===== src/rtl/tm1638_key_reader.sv =====
// -----------------------------------------------------------------------------
// tm1638_key_reader
//
// Reads the 8 front-panel keys of a TM1638 LED&KEY board over STB/CLK/DIO.
// Each accepted start sends the read command 0x42 (LSB first) and then
// releases DIO. After the Twait gap it clocks in four scan bytes b0..b3,
// also LSB first. The bytes are decoded into keys[7:0] and done pulses.
//
// Optional feature (macro TM_KEY_EDGE_EN):
//   When the macro is defined, a key_press output is added. It carries the
//   keys that were newly pressed since the previous scan, for one cycle
//   together with done. When the macro is undefined, the port and its logic
//   are absent.
//
// Parameters
//   CLK_DIV   clk cycles per tm_clk half-period (>=1)
//   WAIT_CYC  clk cycles between the command and the first read bit (>=1)
//
// Ports
//   clk        in   system clock, all logic on posedge
//   rst        in   synchronous active-high reset
//   start      in   request one scan (accepted only when idle)
//   busy       out  high while a scan is in progress
//   done       out  one-cycle pulse; keys valid from this cycle
//   keys[7:0]  out  key state, 1 = pressed, keys[i] = S(i+1)
//   stb        out  TM1638 STB, active low
//   tm_clk     out  TM1638 CLK, idles high
//   dio_out    out  DIO drive value
//   dio_oe     out  DIO output enable (tristate buffer lives outside)
//   dio_in     in   DIO sampled value
//   key_press  out  (TM_KEY_EDGE_EN only) newly pressed keys, pulses with done
// -----------------------------------------------------------------------------
module tm1638_key_reader #(
  parameter int CLK_DIV  = 50,
  parameter int WAIT_CYC = 100
) (
  input  logic       clk,
  input  logic       rst,
  input  logic       start,
  output logic       busy,
  output logic       done,
  output logic [7:0] keys,
  output logic       stb,
  output logic       tm_clk,
  output logic       dio_out,
  output logic       dio_oe,
  input  logic       dio_in
`ifdef TM_KEY_EDGE_EN
  ,
  output logic [7:0] key_press
`endif
);

  localparam int DIV_MAX = (2 * CLK_DIV > WAIT_CYC) ? 2 * CLK_DIV : WAIT_CYC;
  localparam int DW      = $clog2(DIV_MAX + 1);

  localparam logic [DW-1:0] HALF_LAST = DW'(CLK_DIV - 1);
  localparam logic [DW-1:0] SLOT_LAST = DW'(2 * CLK_DIV - 1);
  localparam logic [DW-1:0] WAIT_LAST = DW'(WAIT_CYC - 1);
  localparam logic [7:0]    CMD_BYTE  = 8'h42;

  typedef enum logic [2:0] {
    IDLE = 3'd0,
    CMD  = 3'd1,
    WAIT = 3'd2,
    READ = 3'd3,
    STOP = 3'd4
  } state_t;

  state_t        state;
  logic [DW-1:0] div_cnt;
  logic [5:0]    bit_cnt;
  logic [7:0]    cmd_sr;     // remaining command bits, next one in [0]
  logic [7:0]    key_shadow; // keys of the scan in progress

  // Scan sequencer: command, wait gap, 32 read slots, stop, with registered outputs
  always_ff @(posedge clk) begin
    if (rst) begin
      state      <= IDLE;
      div_cnt    <= '0;
      bit_cnt    <= 6'd0;
      cmd_sr     <= 8'h00;
      key_shadow <= 8'h00;
      busy       <= 1'b0;
      done       <= 1'b0;
      keys       <= 8'h00;
      stb        <= 1'b1;
      tm_clk     <= 1'b1;
      dio_out    <= 1'b1;
      dio_oe     <= 1'b0;
`ifdef TM_KEY_EDGE_EN
      key_press  <= 8'h00;
`endif
    end else begin
      done <= 1'b0;
`ifdef TM_KEY_EDGE_EN
      key_press <= 8'h00;
`endif
      case (state)
        IDLE: begin
          if (start) begin
            // First command slot starts right away: CLK falls together with
            // the first data bit being driven.
            state      <= CMD;
            busy       <= 1'b1;
            stb        <= 1'b0;
            tm_clk     <= 1'b0;
            dio_oe     <= 1'b1;
            dio_out    <= CMD_BYTE[0];
            cmd_sr     <= {1'b0, CMD_BYTE[7:1]};
            div_cnt    <= '0;
            bit_cnt    <= 6'd0;
            key_shadow <= 8'h00;
          end else begin
            state <= IDLE;
          end
        end

        CMD: begin
          if (div_cnt == HALF_LAST) begin
            tm_clk  <= 1'b1;
            div_cnt <= div_cnt + 1'b1;
          end else if (div_cnt == SLOT_LAST) begin
            div_cnt <= '0;
            if (bit_cnt == 6'd7) begin
              // Release DIO; CLK stays high through the wait gap.
              state   <= WAIT;
              dio_oe  <= 1'b0;
              dio_out <= 1'b1;
              bit_cnt <= 6'd0;
            end else begin
              bit_cnt <= bit_cnt + 6'd1;
              tm_clk  <= 1'b0;
              dio_out <= cmd_sr[0];
              cmd_sr  <= {1'b0, cmd_sr[7:1]};
            end
          end else begin
            div_cnt <= div_cnt + 1'b1;
          end
        end

        WAIT: begin
          if (div_cnt == WAIT_LAST) begin
            state   <= READ;
            tm_clk  <= 1'b0;
            div_cnt <= '0;
            bit_cnt <= 6'd0;
          end else begin
            div_cnt <= div_cnt + 1'b1;
          end
        end

        READ: begin
          if (div_cnt == HALF_LAST) begin
            tm_clk  <= 1'b1;
            div_cnt <= div_cnt + 1'b1;
            // Only bits 0 and 4 of each byte carry keys. Bit n of byte i maps
            // to key i (n=0) or key i+4 (n=4), so the key index is
            // {bit_cnt[2], bit_cnt[4:3]} whenever bit_cnt[1:0] is zero.
            if (bit_cnt[1:0] == 2'b00) begin
              key_shadow[{bit_cnt[2], bit_cnt[4:3]}] <= dio_in;
            end else begin
              key_shadow <= key_shadow;
            end
          end else if (div_cnt == SLOT_LAST) begin
            div_cnt <= '0;
            if (bit_cnt == 6'd31) begin
              state <= STOP;
              stb   <= 1'b1;
            end else begin
              bit_cnt <= bit_cnt + 6'd1;
              tm_clk  <= 1'b0;
            end
          end else begin
            div_cnt <= div_cnt + 1'b1;
          end
        end

        STOP: begin
          if (div_cnt == SLOT_LAST) begin
            // keys is replaced in one step, so it is never partially updated.
            state   <= IDLE;
            div_cnt <= '0;
            busy    <= 1'b0;
            done    <= 1'b1;
            keys    <= key_shadow;
`ifdef TM_KEY_EDGE_EN
            key_press <= key_shadow & ~keys;
`endif
          end else begin
            div_cnt <= div_cnt + 1'b1;
          end
        end

        default: begin
          state   <= IDLE;
          busy    <= 1'b0;
          stb     <= 1'b1;
          tm_clk  <= 1'b1;
          dio_out <= 1'b1;
          dio_oe  <= 1'b0;
        end
      endcase
    end
  end

endmodule

===== config.mk =====
export PLATFORM = sky130hd
export DESIGN_NAME = tm1638_key_reader
export DESIGN_NICKNAME = d
export VERILOG_FILES = /design/src/rtl/tm1638_key_reader.sv
export SDC_FILE = /design/constraint.sdc
export NUM_CORES = 1
export LEC_CHECK = 0
export CAP_MARGIN = 10
export CORE_ASPECT_RATIO = 1.2
export CORE_MARGIN = 5
export CORE_UTILIZATION = 57
export DETAILED_ROUTE_END_ITERATION = 6
export PLACE_DENSITY_LB_ADDON = 0.15
export REMOVE_ABC_BUFFERS = 1
export SLEW_MARGIN = 30
export SYNTH_ARGS = -nofsm -noshare
export SYNTH_HDL_FRONTEND = slang
export SYNTH_SLANG_ARGS = --single-unit

===== constraint.sdc =====
create_clock -name clk -period 2.1 [get_ports clk]
set_input_delay 0.21 -clock clk [delete_from_list [all_inputs] [get_ports clk]]
set_output_delay 0.21 -clock clk [all_outputs]
set_load 0.05 [all_outputs]

; Yosys cells after proc, flatten, opt, wreduce, memory -nomap -nowiden
; Index checks and enable logic that the tools add are counted.
[word_totals]
reg_bits = 46
latch_bits = 0
mem_bits_rw = 0
mem_bits_ro = 0
out_inout_bits = 14
n_memories = 0
[classes]
n_addsub = 2
mul = 0
n_div = 0
order_cmp = 2
n_eq_ne = 25
shifts = 0
mux = 59
bitwise = 4
reduce_logical = 24
[op_table]
columns = cell, n
row1 = $mux W8, 7
row2 = $mux W6, 8
row3 = $pmux W8 S2, 2
row4 = $ne A2 B2 Y1 const B, 13
row5 = $mux W3, 8
row6 = $pmux W6 S4, 1
row7 = $mux W1, 21
row8 = $mux W7, 3
row9 = $pmux W7 S3, 1
row10 = $reduce_and A8 Y1, 2
row11 = $pmux W3 S5, 1
row12 = $reduce_and A5 Y1, 3
row13 = $ne A3 B3 Y1 const B, 4
row14 = $pmux W1 S3, 4
row15 = $reduce_or A3 Y1, 3
row16 = $bwmux W8, 1
row17 = $reduce_and A4 Y1, 2
row18 = $add A7 B1 Y7 const B, 1
row19 = $eq A7 B6 Y1 const B, 1
row20 = $eq A7 B7 Y1 const B, 1
row21 = $reduce_and A7 Y1, 1
row22 = $add A6 B1 Y6 const B, 1
row23 = $eq A3 B2 Y1 const B, 2
row24 = $eq A6 B3 Y1 const B, 1
row25 = 17 further kinds, 24

; Longest topological paths before layout
; Gate-level depths: netlist of run 1.
[depth]
depth_word = 8
mapped_depth = 8
depth_no_buf = 7

; Worst setup path before layout of run 1
; No wires, ideal clock.
[synth_path]
path_kind = reg-to-reg
start = register div_cnt[0]
end = register div_cnt[5]
setup_ns = 0.091
arrival_ns = 1.786
t_required_ns = 2.009
setup_slack_ns = 0.223
stages_incl_launch_ff = 9
path_buffers = 2
cell_sequence = dfxtp_1 > ha_1 > nand3b_1 > or2_1 > buf_2 > nor3_2 > buf_4 > a211o_2 > a311oi_1
[synth_via]
elab_chain_cells = 4
word_cells_on_any_way = 6
classes_between = add/sub (1) / eq/ne (2) / mux (3)
[synth_rtl]
columns = item, line_no
row1 = start: declaration, 71  ; logic [DW-1:0] div_cnt;
row2 = start signal: assignment, 122  ; div_cnt <= div_cnt + 1'b1;
row3 = start signal: assignment, 138  ; div_cnt <= div_cnt + 1'b1;
row4 = start signal: assignment, 149  ; div_cnt <= div_cnt + 1'b1;
row5 = $add A7 B1 Y7 or $eq A7 B7 Y1 (tied branches), n/a
row6 = $mux W7, n/a
row7 = $mux W7, 154  ; if (div_cnt == HALF_LAST) begin
row8 = $pmux W7 S3 *, 99  ; case (state)
; Mark *: on every way between the ends. The rest lies on a longest branch, timed or not.
; A chain may end at the register's enable or synchronous reset.

; Worst setup path in the final report of run 1
[layout_path]
start = register div_cnt[0]
end = register state[0]
[layout_via]
elab_chain_cells = 3
word_cells_on_any_way = 9
classes_between = eq/ne (8) / reduce/logical (1)
[layout_rtl]
columns = item, line_no
row1 = $eq A7 B7 Y1 or $eq A7 B6 Y1 (tied branches), n/a
row2 = $ne A2 B2 Y1 (no line), n/a
row3 = $reduce_and A8 Y1 (no line) *, n/a
row4 = end signal: assignment, 144  ; state <= READ;
row5 = end signal: assignment, 168  ; state <= STOP;
row6 = end signal: assignment, 182  ; state <= IDLE;
row7 = end: declaration, 70  ; state_t state;
; Marks and branches as above.

==> metrics list, run 1 <==
- The slowest stage of the critical path belongs to the cell dfxtp_1.
- Placement Setup Slack: 0.0288 ns
* Total power: 0.00162 W
* CTS tree: built
- Count of nets after finishing: 300
- The most used flip-flop cell after synthesis is dfxtp_1.
- Buffers inserted by post-CTS timing repair: 0
* Category of the critical setup timing path: reg2reg
- For this block, the initial DRC count from the detailed router was 168.
- The post-route netlist has 14.0% of its cells at a drive strength greater than 1.
- Synth-to-Final Area Change: 19.2%
- Net switching is 25.7% of the power.
- Min Clock Period, post-route: 1.95 ns
- H-tree levels: 2
- Clock skew after layout: 0.00606 ns
* Number of buffers inserted by hold repair at cts: 0
* Origin of the worst setup path: div_cnt[0]
- dfxtp_1 takes more of the synthesized area than any other cell.
- Number of detailed-routing iterations run before antenna repair: 4
- Required time reported for the critical path endpoint: 2.28 ns
- Total negative setup slack: 0 ns
- Derived from the worst setup path, the maximum achievable clock frequency is 0.514 GHz.
* Final critical-path share of the clock period: 92.7%
- For this run, the total global-route usage over all layers was measured as 20.7%.
* EDFF count, synth: 0
- Port Buffers: 17
* Top library cells by usage in the layout, fill and taps aside: 44 x dfxtp_1, 29 x nor2_1, 20 x buf_4
* Netlist cell types: 52
- In this run the worst path has a maximum fanout of 9.
* Critical Path Max Stage Delay: 0.41 ns
- Post-route DRC: 0
- In this run the worst setup path terminates at state[0].
* Sum of overflow across all layers after global routing: 0
* Part of the power in registers: 53.8%
- Synth Instances: 264
- Horizontal extent of the die: 67.2 um
- Summing the sequential cell areas from Yosys gives 39.4% of the chip area.
* Number of slew-limit violations in the final report: 0
* R2R Setup Slk: 0.15 ns
- Clock buffer count from CTS: 5
* Diode count: 0
* Worst setup EP type: flop
- Drt total wl: 5.03 mm
- Max-cap violations: 0
- Summed over all nets, the switching power comes to 0.000416 W.
- Counting cells, the worst reg-to-reg path comes to 7.
- Leakage power: 0.950 nW
- Synthesis inferred 44 register bits.
- Reg2reg end: state[0]
* Share of flip-flops with an asynchronous set or reset after synthesis: 0%
* Final ANT Viol Nets: 0
- In this run the vertical extent of the chip is 78.6 um.
- Final GP Congestion: 0.899
* Area of the mapped netlist: 2240 um2
- The number of placed instances, taps included, is 339.
- Final hold violation count: 0
- Least-Margin Pin Slew: 0.514 ns
- The floorplan step defined a die boundary enclosing 5290 um2.
- Run status: finished clean
- Combinational share of power: 12.8%
- Maximum vdd ir drop: 0.000403 V
- Final Hold Slack: 0.475 ns
* Mean area per synthesized cell: 8.48 um2
- Setup violations remaining at the end of the flow were counted as 0.
- The filler cells instantiated in the layout total 352.
- Walking the worst path, the cells encountered are ha_1 -> nand3b_1 -> or2_1 -> buf_4 -> a211oi_1 -> a2bb2oi_1 -> a2111oi_0.
* Most area-consuming cells after synthesis: dfxtp_1 39%, nor2_1 4.9%, mux2i_1 4.5%, a21oi_1 3.8%, nand2_1 3.2%
* Vias in the first global route: 1,829
- RSZ-0062 raised after global routing: false
- PwrDens: 608 nW/um2
* Startpoint kind of the worst setup timing path: flop
* Worst hold path class: reg2reg
- Data arrival at the endpoint of the critical path: 2.12 ns
- The first global-routing pass estimated 8.54 mm of wire.
* Clock network latency to the later pin of the worst-skew pair: 0.30 ns
* Normalized max-slew margin: 65.5%
- The clock passes through at most 2 buffers.
- Clock group share of total power: 33.5%
* Area fraction of the dominant cell type after synthesis: 39.4%
- Number of synthesis warnings: 0
* Total I/O pin count: 18
- Excluding fillers, the count of instances in the completed layout stands at 347.
* Internal Pwr Total: 0.00121 W
* Floorplan Core Area: 3880 um2
- Crit Reg-Reg Startpoint: div_cnt[0]
- Effective utilization at floorplan: 57.7%
- Counting every sink on the clock net gives 44.
- Antenna violations before repair: 0
* Maximum number of pins on one net before global-route repair: 22
- Cell chosen for the clock root: clkbuf_8
- Across all setup checks in the final design, the least slack found is 0.153 ns.
* Vias per inst: 5.78
- After floorplanning, the core was divided into 25 placement rows.
* Routed vias: 2,007
* Clock slew at reported path FFs: 0.08 ns
* Mean routed wirelength per cell: 14.5 um
- After legalization and detailed placement, the total HPWL measured 3.66 mm.
* Leading cell type in the layout, fill and taps excluded: dfxtp_1
## layout make-up
class                   instances  area [um2]  share of cell area [%]
clock inverters                 1        7.51                   0.281
well taps                      54        67.6                    2.53
clock buffers                   7        86.3                    3.24
flip-flops and latches         44         881                    33.0
repair buffers                 37         320                    12.0
multi-input cells             189        1250                    46.8
inverters                      15        56.3                    2.11
## repair_timing
item,CTS,global route
hold endpoints to repair,0,0
setup endpoints to repair,0,2
resized for setup,0,2
## synthesized netlist by cell type, drive strengths merged (2+ instances only)
cell type	count
or3	2
o31ai	3
nor3b	2
nand2b	3
o211ai	7
o32ai	8
dfxtp	44
or3b	2
nor2b	5
inv	15
a22oi	3
a2111oi	2
nand4	4
nor4	2
nor3	4
a211oi	4
a21oi	18
mux2i	10
o41ai	5
a2bb2oi	2
buf	2
o21ai	2
and3	6
ha	4
nor2	30
o22ai	4
or2	3
nand3	14
clkbuf	14
a21o	2
xnor2	2
a31oi	3
nand2	19
xor2	4
## power by group through the flow
| stage | Sequential, W | Clock [W] | Combinational (W) |
|---|---|---|---|
| 2_1_floorplan | 0.000924 | 0 | 0.0000892 |
| 3_3_place_gp | 0.000891 | 0 | 0.000203 |
| 3_5_place_dp | 0.000892 | 0 | 0.000204 |
| 4_1_cts | 0.000872 | 0.000561 | 0.000205 |
| 5_1_grt | 0.000875 | 0.000600 | 0.000224 |
| 6_report | 0.000872 | 0.000543 | 0.000207 |
## cells by family after synthesis
kind of cell,after synthesis,share of synthesized area (%)
xor+xnor,6,2.35
flops,44,39.4
compound gates,68,23.0
mux,11,4.97
buf+inv,31,5.42
fa+ha+maj,4,2.24
simple gates,100,22.7
## worst min-delay path by stage
stage	from	end	cells after the start
6_report	dio_oe	dio_oe	2
4_1_cts	dio_oe	dio_oe	2
5_1_grt	dio_oe	dio_oe	2
3_3_place_gp	key_shadow[4]	key_shadow[4]	2
2_1_floorplan	rst	bit_cnt[2]	1
3_5_place_dp	dio_oe	dio_oe	2
## per-layer routing
metal / wire, um / GRT usage (%) / vias up
met3: 247 / 4.86 / 8
met2: 2490 / 33.4 / 57
met4: 77 / 8.11 / 0
met5: 0 / 0 / -
met1: 2210 / 26.3 / 924
li1: - / - / 1018
## flip-flops by register name (all words and copies together) (netlist names)
register and flops:
dio_out 1, keys 8, tm_clk 1, key_shadow 8
bit_cnt 6, dio_oe 1, stb 1, state 3
done 1, div_cnt 7, busy 1, cmd_sr 6
## through the flow
stage               util [%]  area, um2
finish                  68.8       2670
CTS                     68.5       2660
detailed placement      66.0       2560
global route            68.8       2670
global placement        66.0       2560
floorplan                  -       2170
## worst max-delay path, delay by kind of cell, from the launching register on
kind	cells	cell delay, ns
and+or+nand+nor	2	0.46
AOI/OAI and AO/OA	3	0.55
DFF	1	0.41
buffers and inverters	1	0.18
adders and majority gates	1	0.24
(Power assumes the default switching activity.)
==> run 2, diff against run 1 <==
--- a/config.mk
+++ b/config.mk
@@ -8,7 +8,7 @@
 export CAP_MARGIN = 10
 export CORE_ASPECT_RATIO = 1.2
 export CORE_MARGIN = 5
-export CORE_UTILIZATION = 57
+export CORE_UTILIZATION = 35
 export DETAILED_ROUTE_END_ITERATION = 6
 export PLACE_DENSITY_LB_ADDON = 0.15
 export REMOVE_ABC_BUFFERS = 1
==> run 2 against run 1 <==
Net effect: die area increased by 53%; hold slack improved by 0.0016 ns; sequential power about the same; register-to-register slack improved by 0.05 ns; final cell count increased by 11%; power rose by 1.4%; largest cell class unchanged; highest routed layer unchanged.
==> metrics list, run 2 (synthesis gave the netlist of run 1 again) <==
* Global-route wire length before repair: 9.47 mm (+11%)
* Clock network latency to the later pin of the worst-skew pair: 0.30 ns (about the same)
* Startpoint kind of the worst setup timing path: flop
* H-tree levels: 2 (unchanged)
- Clock buffer count from CTS: 5 (unchanged)
- By startpoint and endpoint, the worst setup path is classified as reg2reg.
- Final GP Congestion: 0.815 (-9.4%)
- The number of optimization iterations in the first detailed-route pass was 4 (unchanged).
* Maximum vdd ir drop: 0.000248 V (-39%)
- Worst setup EP type: flop
* Total I/O pin count: 18 (unchanged)
* Synth-to-Final Area Change: 23.8%
- The standard cell area after detailed placement is 2670 um2 (+4.3%).
* Normalized max-slew margin: 65.1% (-0.41 points)
- Worst hold path class: reg2reg
* Count of endpoints failing setup in the final report: 0 (unchanged)
* Share of final-layout standard cells stronger than drive strength 1: 16.6% (+2.6 points)
* PwrDens: 594 nW/um2 (-2.4%)
- The number of buffer and inverter instances along the worst setup path was 1 (unchanged).
- Final Hold Slack: 0.477 ns (+0.00158 ns)
- The detail-routed net length per standard cell was 14.5 um (-0.17%).
- Count of nets after finishing: 308 (+2.7%)
- The number of instances in the placed design came to 378 (+12%).
- The setup clock skew after layout was 0.00332 ns (-0.00273 ns).
- The violation count after the first detailed-routing iteration was 172 (+2.4%).
- The aggregate global-route resource usage is 14.1% (-6.7 points).
- The global-route congestion overflow total was 0 (unchanged).
* Number of buffers inserted by hold repair at cts: 0 (unchanged)
* Maximum number of pins on one net before global-route repair: 16 (-27%)
- The count of endpoints failing hold in the final timing report was 0 (unchanged).
- Core Util, Final: 43.8% (-25 points)
- R2R Setup Slk: 0.20 ns (+0.05 ns)
- Crit Reg-Reg Startpoint: div_cnt[5]
- Horizontal extent of the die: 83.0 um (+24%)
- The y dimension of the die was 97.6 um (+24%).
* Top library cells by usage in the layout, fill and taps aside: 44 x dfxtp_1, 29 x nor2_1, 27 x buf_4
- Leaving out fill and tap cells, the most frequent cell in the layout is dfxtp_1.
* Maximum clock rate: 0.527 GHz (+2.5%)
- The total inserted antenna cells is 0 (unchanged).
* Least-Margin Pin Slew: 0.522 ns (+0.00822 ns)
- Required time reported for the critical path endpoint: 2.33 ns (+0.05 ns)
* Cell depth of the worst min-delay path: 2 (unchanged)
- Leakage power: 1.00 nW (+5.8%)
- The path with the worst hold slack has its endpoint at key_shadow[4].
- The flow ran to the end, and the final reports show no timing, DRC or antenna violations.
- Slowest library cell on the worst path: or3b_4
- Cell chosen for the clock root: clkbuf_8
- Walking the worst path, the cells encountered are or3b_4 -> or2_1 -> buf_4 -> a21oi_1 -> a2bb2oi_1 -> mux2i_1.
- The CTS sink count is 44 (unchanged).
- Routed vias: 2,006 (-0.050%)
- The number of rows created at floorplan came to 32 (+28%).
* Min Clock Period, post-route: 1.90 ns (-0.0479 ns)
- The number of violations of the max-capacitance limit was 0 (unchanged).
- Post-route DRC: 0 (unchanged)
* Effective utilization at floorplan: 35.4% (-22 points)
- Critical Path Max Stage Delay: 0.43 ns (+0.02 ns)
* Worst-case reg-to-reg path depth: 6 (-1)
- The maximum fanout along the worst path was 9 (unchanged).
* Buffer levels on the longest clock path: 2 (unchanged)
- The endpoint identified for the worst register-to-register timing path is tm_clk.
- CTS tree: built
- The placed wire-length estimate came to 4.10 mm (+12%).
* Final critical-path share of the clock period: 90.4% (-2.3 points)
- In this design, the largest share of critical-path delay is due to simple AND/OR/NAND/NOR gates.
- RSZ-0062 raised after global routing: false
- The core outline area came to 6330 um2 (+63%).
- Vias per inst: 5.20 (-10%)
- The die footprint was 8100 um2 (+53%).
- Data arrival at the endpoint of the critical path: 2.13 ns (about the same)
- Antenna violations before repair: 0 (unchanged)
- Number of slew-limit violations in the final report: 0 (unchanged)
- The post-detailed-route count of antenna-violating nets was 0 (unchanged).
- Vias in the first global route: 1,926 (+5.3%)
- The cell area after layout was 2770 um2 (+3.8%).
- Post-Layout Cell Count: 386 (+11%)
* Registers with the most flip-flops: key_shadow: 8 flops, keys: 8 flops, div_cnt: 7 flops
* Port Buffers: 17 (unchanged)
- The wire length reported by the detailed router was 5.59 mm (+11%).
* Clock slew at reported path FFs: 0.08 ns (about the same)
- The worst hold path begins at key_shadow[4].
## run 2: cell count changes in the layout (fill, tap and decap cells not counted)
cell,before,now
buf_4,20,27
clkinv_2,0,2
a2bb2oi_1,1,2
a2bb2oi_2,1,0
buf_12,0,1
clkbuf_1,1,0
clkinvlp_4,1,0
nor3_2,1,2
nor3_4,1,0
nor3b_1,2,1
nor3b_2,0,1
## run 2: worst min-delay path: cells and delay by family (launching register included)
family                 cells  cell delay (ns)
flip-flops                 1             0.32
buffers and inverters      1             0.05
AO/OA/AOI/OAI              1             0.07
## run 2: area by class of cell
class / instances / area, um2
Timing Repair Buffer: 45 / 393
Fill cell: 684 / 3560
Tap cell: 85 / 106
Sequential cell: 44 / 881
Clock inverter: 2 / 10.0
Clock buffer: 6 / 82.6
Inverter: 15 / 56.3
Multi-Input combinational cell: 189 / 1240
## run 2: metrics by stage
stage | TNS [ns] | setup slack (ns) | power [W]
floorplan | -0.122 | -0.0266 | 0.00101
global placement | 0 | 0.0701 | 0.00110
detailed placement | 0 | 0.0496 | 0.00110
CTS | 0 | 0.191 | 0.00167
global route | 0 | 0.00232 | 0.00172
finish | 0 | 0.201 | 0.00164
## run 2: report_power, final
part	switching [W]	leakage, nW	internal (W)
sequential	0.0000185	0.357	0.000854
clock	0.000299	0.0510	0.000263
combinational	0.000123	0.596	0.0000864
total	0.000441	1.00	0.00120
## run 2: how the worst max path moves through the flow
stage,from,cells after the start,end
floorplan,div_cnt[2],5,div_cnt[1]
global route,div_cnt[0],7,state[0]
global placement,start,6,bit_cnt[2]
detailed placement,start,6,bit_cnt[2]
CTS,div_cnt[2],6,state[0]
finish,div_cnt[5],6,tm_clk
## run 2: per-layer routing
metal,part of all wire [%],vias to the layer above,global-route usage (%)
met5,0,-,0
met4,1.1,0,4.28
met2,49,23,23.6
li1,-,1038,-
met3,2.3,6,2.71
met1,48,939,18.1
## run 2: timing repair
action,4_1_cts,5_1_grt
resized for setup,0,1
endpoints found under the setup margin,0,1
endpoints found under the hold margin,0,0
setup buffers,0,0
==> run 3, diff against run 2 <==
--- a/config.mk
+++ b/config.mk
@@ -7,9 +7,10 @@
 export LEC_CHECK = 0
 export CAP_MARGIN = 10
 export CORE_ASPECT_RATIO = 1.2
-export CORE_MARGIN = 5
+export CORE_MARGIN = 2
 export CORE_UTILIZATION = 35
 export DETAILED_ROUTE_END_ITERATION = 6
+export GPL_TIMING_DRIVEN = 0
 export PLACE_DENSITY_LB_ADDON = 0.15
 export REMOVE_ABC_BUFFERS = 1
 export SLEW_MARGIN = 30
==> run 3 against run 2 <==
Net effect: die area fell by 13%; utilization is 1.4 points lower; global-route usage increased by 1.1 points; non-clock buffer count shrank 27; register-to-register slack got worse by 0.12 ns; fmax is 5.7% lower; cell area shrank 6.1%; final cell count down 7.8%; critical path type unchanged; critical endpoint is now bit_cnt[5]; largest cell class unchanged; highest routed layer unchanged.
==> metrics list, run 3 (synthesis gave the netlist of run 1 again) <==
- The root buffer cell chosen for the clock tree is clkbuf_8.
- The tightest min-delay check is of the in2reg type.
- Leading cell type in the layout, fill and taps excluded: dfxtp_1
- The signal on the critical path passes through ha_1 -> nand3b_1 -> o31ai_4 -> o211ai_4 -> nand2b_1 -> o32ai_1.
- The maximum level of the CTS H-tree was 2 (unchanged).
- Family with the most delay on the worst path: compound AO/OA/AOI/OAI gates
* Run status: finished clean
* Startpoint kind of the worst setup timing path: flop
- The internal reg-to-reg setup slack came to 0.09 ns (-0.12 ns).
* Drt total wl: 5.14 mm (-8.0%)
- Terminating pin of the worst hold path: keys[4]
- The number of vias in the routed layout was 1,900 (-5.3%).
- Total global routing track utilization: 15.2% (+1.1 points)
- Area of placed instances: 2450 um2 (-8.4%)
- DIE HEIGHT: 91.6 um (-6.1%)
- Worst setup EP type: flop
* Hold path startpoint: rst
- The logic depth of the worst register-to-register path was 6 (unchanged).
- The CTS sink count is 44 (unchanged).
* Final Hold Slack: 0.431 ns (-0.0460 ns)
* Total buffers and inverters traversed by the critical path: 0 (-1)
- The total DRC errors in the routed layout is 0 (unchanged).
* Data arrival at the endpoint of the critical path: 2.22 ns (+0.09 ns)
* Final hold violation count: 0 (unchanged)
* Mean routed wirelength per cell: 14.4 um (-0.21%)
* Least-Margin Pin Slew: 0.674 ns (+0.152 ns)
* Core Util, Final: 42.4% (-1.4 points)
* Maximum number of pins on one net before global-route repair: 36 (+20)
* Normalized max-slew margin: 55.1% (-10 points)
* RSZ-0062 raised after global routing: true
* Clock skew after layout: 0.00786 ns (+0.00454 ns)
- The core outline area is 6130 um2 (-3.1%).
* Vias per inst: 5.34 (+2.7%)
* Final GP Congestion: 0.806 (-1.1%)
- Registers with the most flip-flops: key_shadow: 8 flops, keys: 8 flops, div_cnt: 7 flops
- CTS tree: built
* Cell depth of the worst min-delay path: 2 (unchanged)
* Row count: 31 (-3.1%)
* Global-route wire length before repair: 8.78 mm (-7.3%)
* Buffer levels on the longest clock path: 2 (unchanged)
- PwrDens: 654 nW/um2 (+10%)
* Number of DRC markers after the initial detailed-route iteration: 148 (-14%)
- The max-slew violation total from the final report came to 0 (unchanged).
- Among all stages on the critical path, the largest delay is contributed by dfxtp_1.
- Number of detailed-routing iterations run before antenna repair: 4 (unchanged)
- The die footprint was 7050 um2 (-13%).
- Leakage power: 0.885 nW (-12%)
* Reg2reg end: bit_cnt[5]
* Clock slew at reported path FFs: 0.08 ns (about the same)
* Sum of overflow across all layers after global routing: 0 (unchanged)
* Final ANT Viol Nets: 0 (unchanged)
- The delay of the slowest critical-path stage is 0.42 ns (about the same).
* Crit Reg-Reg Startpoint: div_cnt[0]
- The critical path is of the reg2reg type.
- The initial antenna violation count is 0 (unchanged).
- Vias in the first global route: 1,811 (-6.0%)
- The fraction of the cycle the final worst path needs came to 95.9% (+5.5 points).
* Share of final-layout standard cells stronger than drive strength 1: 10.6% (-6.0 points)
* Count of endpoints failing setup in the final report: 0 (unchanged)
- The total I/O pin count was 18 (unchanged).
- Biggest fanout along the worst timing path: 8 (-1)
- Top library cells by usage in the layout, fill and taps aside: 41 x dfxtp_1, 29 x nor2_1, 19 x nand2_1
- The area growth from synthesis to layout is 16.2%.
* Maximum clock rate: 0.497 GHz (-5.7%)
* Clock buffer count from CTS: 5 (unchanged)
- The minimum clock period after layout is 2.01 ns (+0.115 ns).
- The worst supply voltage drop on vdd came to 0.000293 V (+18%).
- Max-cap violations: 0 (unchanged)
* Clock network latency to the later pin of the worst-skew pair: 0.30 ns (about the same)
- Final Instance Area: 2600 um2 (-6.1%)
* Count of nets after finishing: 281 (-8.8%)
- The endpoint required time on the critical path was 2.31 ns (-0.02 ns).
- The number of buffers inserted by port buffering was 17 (unchanged).
- The placed wire-length estimate came to 3.43 mm (-16%).
- The horizontal die dimension came to 77.0 um (-7.2%).
* Effective utilization at floorplan: 36.5% (+1.1 points)
* Diode count: 0 (unchanged)
- The instance count on the critical path came to 6 (unchanged).
## run 3: report_power, final
group          internal (W)  total (W)  switching (W)
Combinational     0.0000660   0.000182       0.000116
Clock              0.000353   0.000643       0.000290
Sequential         0.000854   0.000876      0.0000215
Total               0.00127    0.00170       0.000427
## run 3: worst max path at each step
stage	start	end	slack (ns)
after floorplan	div_cnt[2]	div_cnt[1]	-0.03
after global placement	rst	key_shadow[7]	-0.99
after detailed placement	div_cnt[0]	div_cnt[1]	-0.23
after CTS	div_cnt[0]	div_cnt[5]	0.01
after global routing	div_cnt[0]	bit_cnt[5]	-0.03
final	div_cnt[0]	bit_cnt[5]	0.09
## run 3: timing repair
| item | CTS | global route |
|---|---|---|
| buffers inserted | 1 | 0 |
| hold buffers | 0 | 0 |
| gates resized for setup | 0 | 8 |
| setup endpoints to repair | 15 | 27 |
| pin swaps | 1 | 0 |
## run 3: stage by stage
stage / TNS (ns) / total power, W / setup slack, ns / std cells
after floorplan: -0.122 / 0.00101 / -0.0266 / 248
after global placement: -21.54 / 0.00108 / -0.992 / 347
after detailed placement: -3.54 / 0.00108 / -0.225 / 347
after CTS: 0 / 0.00172 / 0.0120 / 356
after global routing: -0.0417 / 0.00177 / -0.0306 / 356
final: 0 / 0.00170 / 0.0860 / 356
## run 3: per-layer routing
metal / track usage, % / up-vias / wire length [um] / part of all wire, %
li1: - / 981 / - / -
met1: 20.8 / 888 / 2640 / 51
met2: 24.1 / 25 / 2310 / 45
met5: 0 / - / 0 / 0
met3: 2.98 / 6 / 124 / 2.4
met4: 4.91 / 0 / 68 / 1.3
## run 3: layout make-up
| cell class | count | area (um2) |
|---|---|---|
| clock buffers | 6 | 72.6 |
| clock inverters | 2 | 35.0 |
| fillers | 649 | 3530 |
| inverters | 15 | 56.3 |
| multi-input cells | 189 | 1260 |
| flip-flops and latches | 44 | 885 |
| well taps | 82 | 103 |
| repair buffers | 18 | 185 |
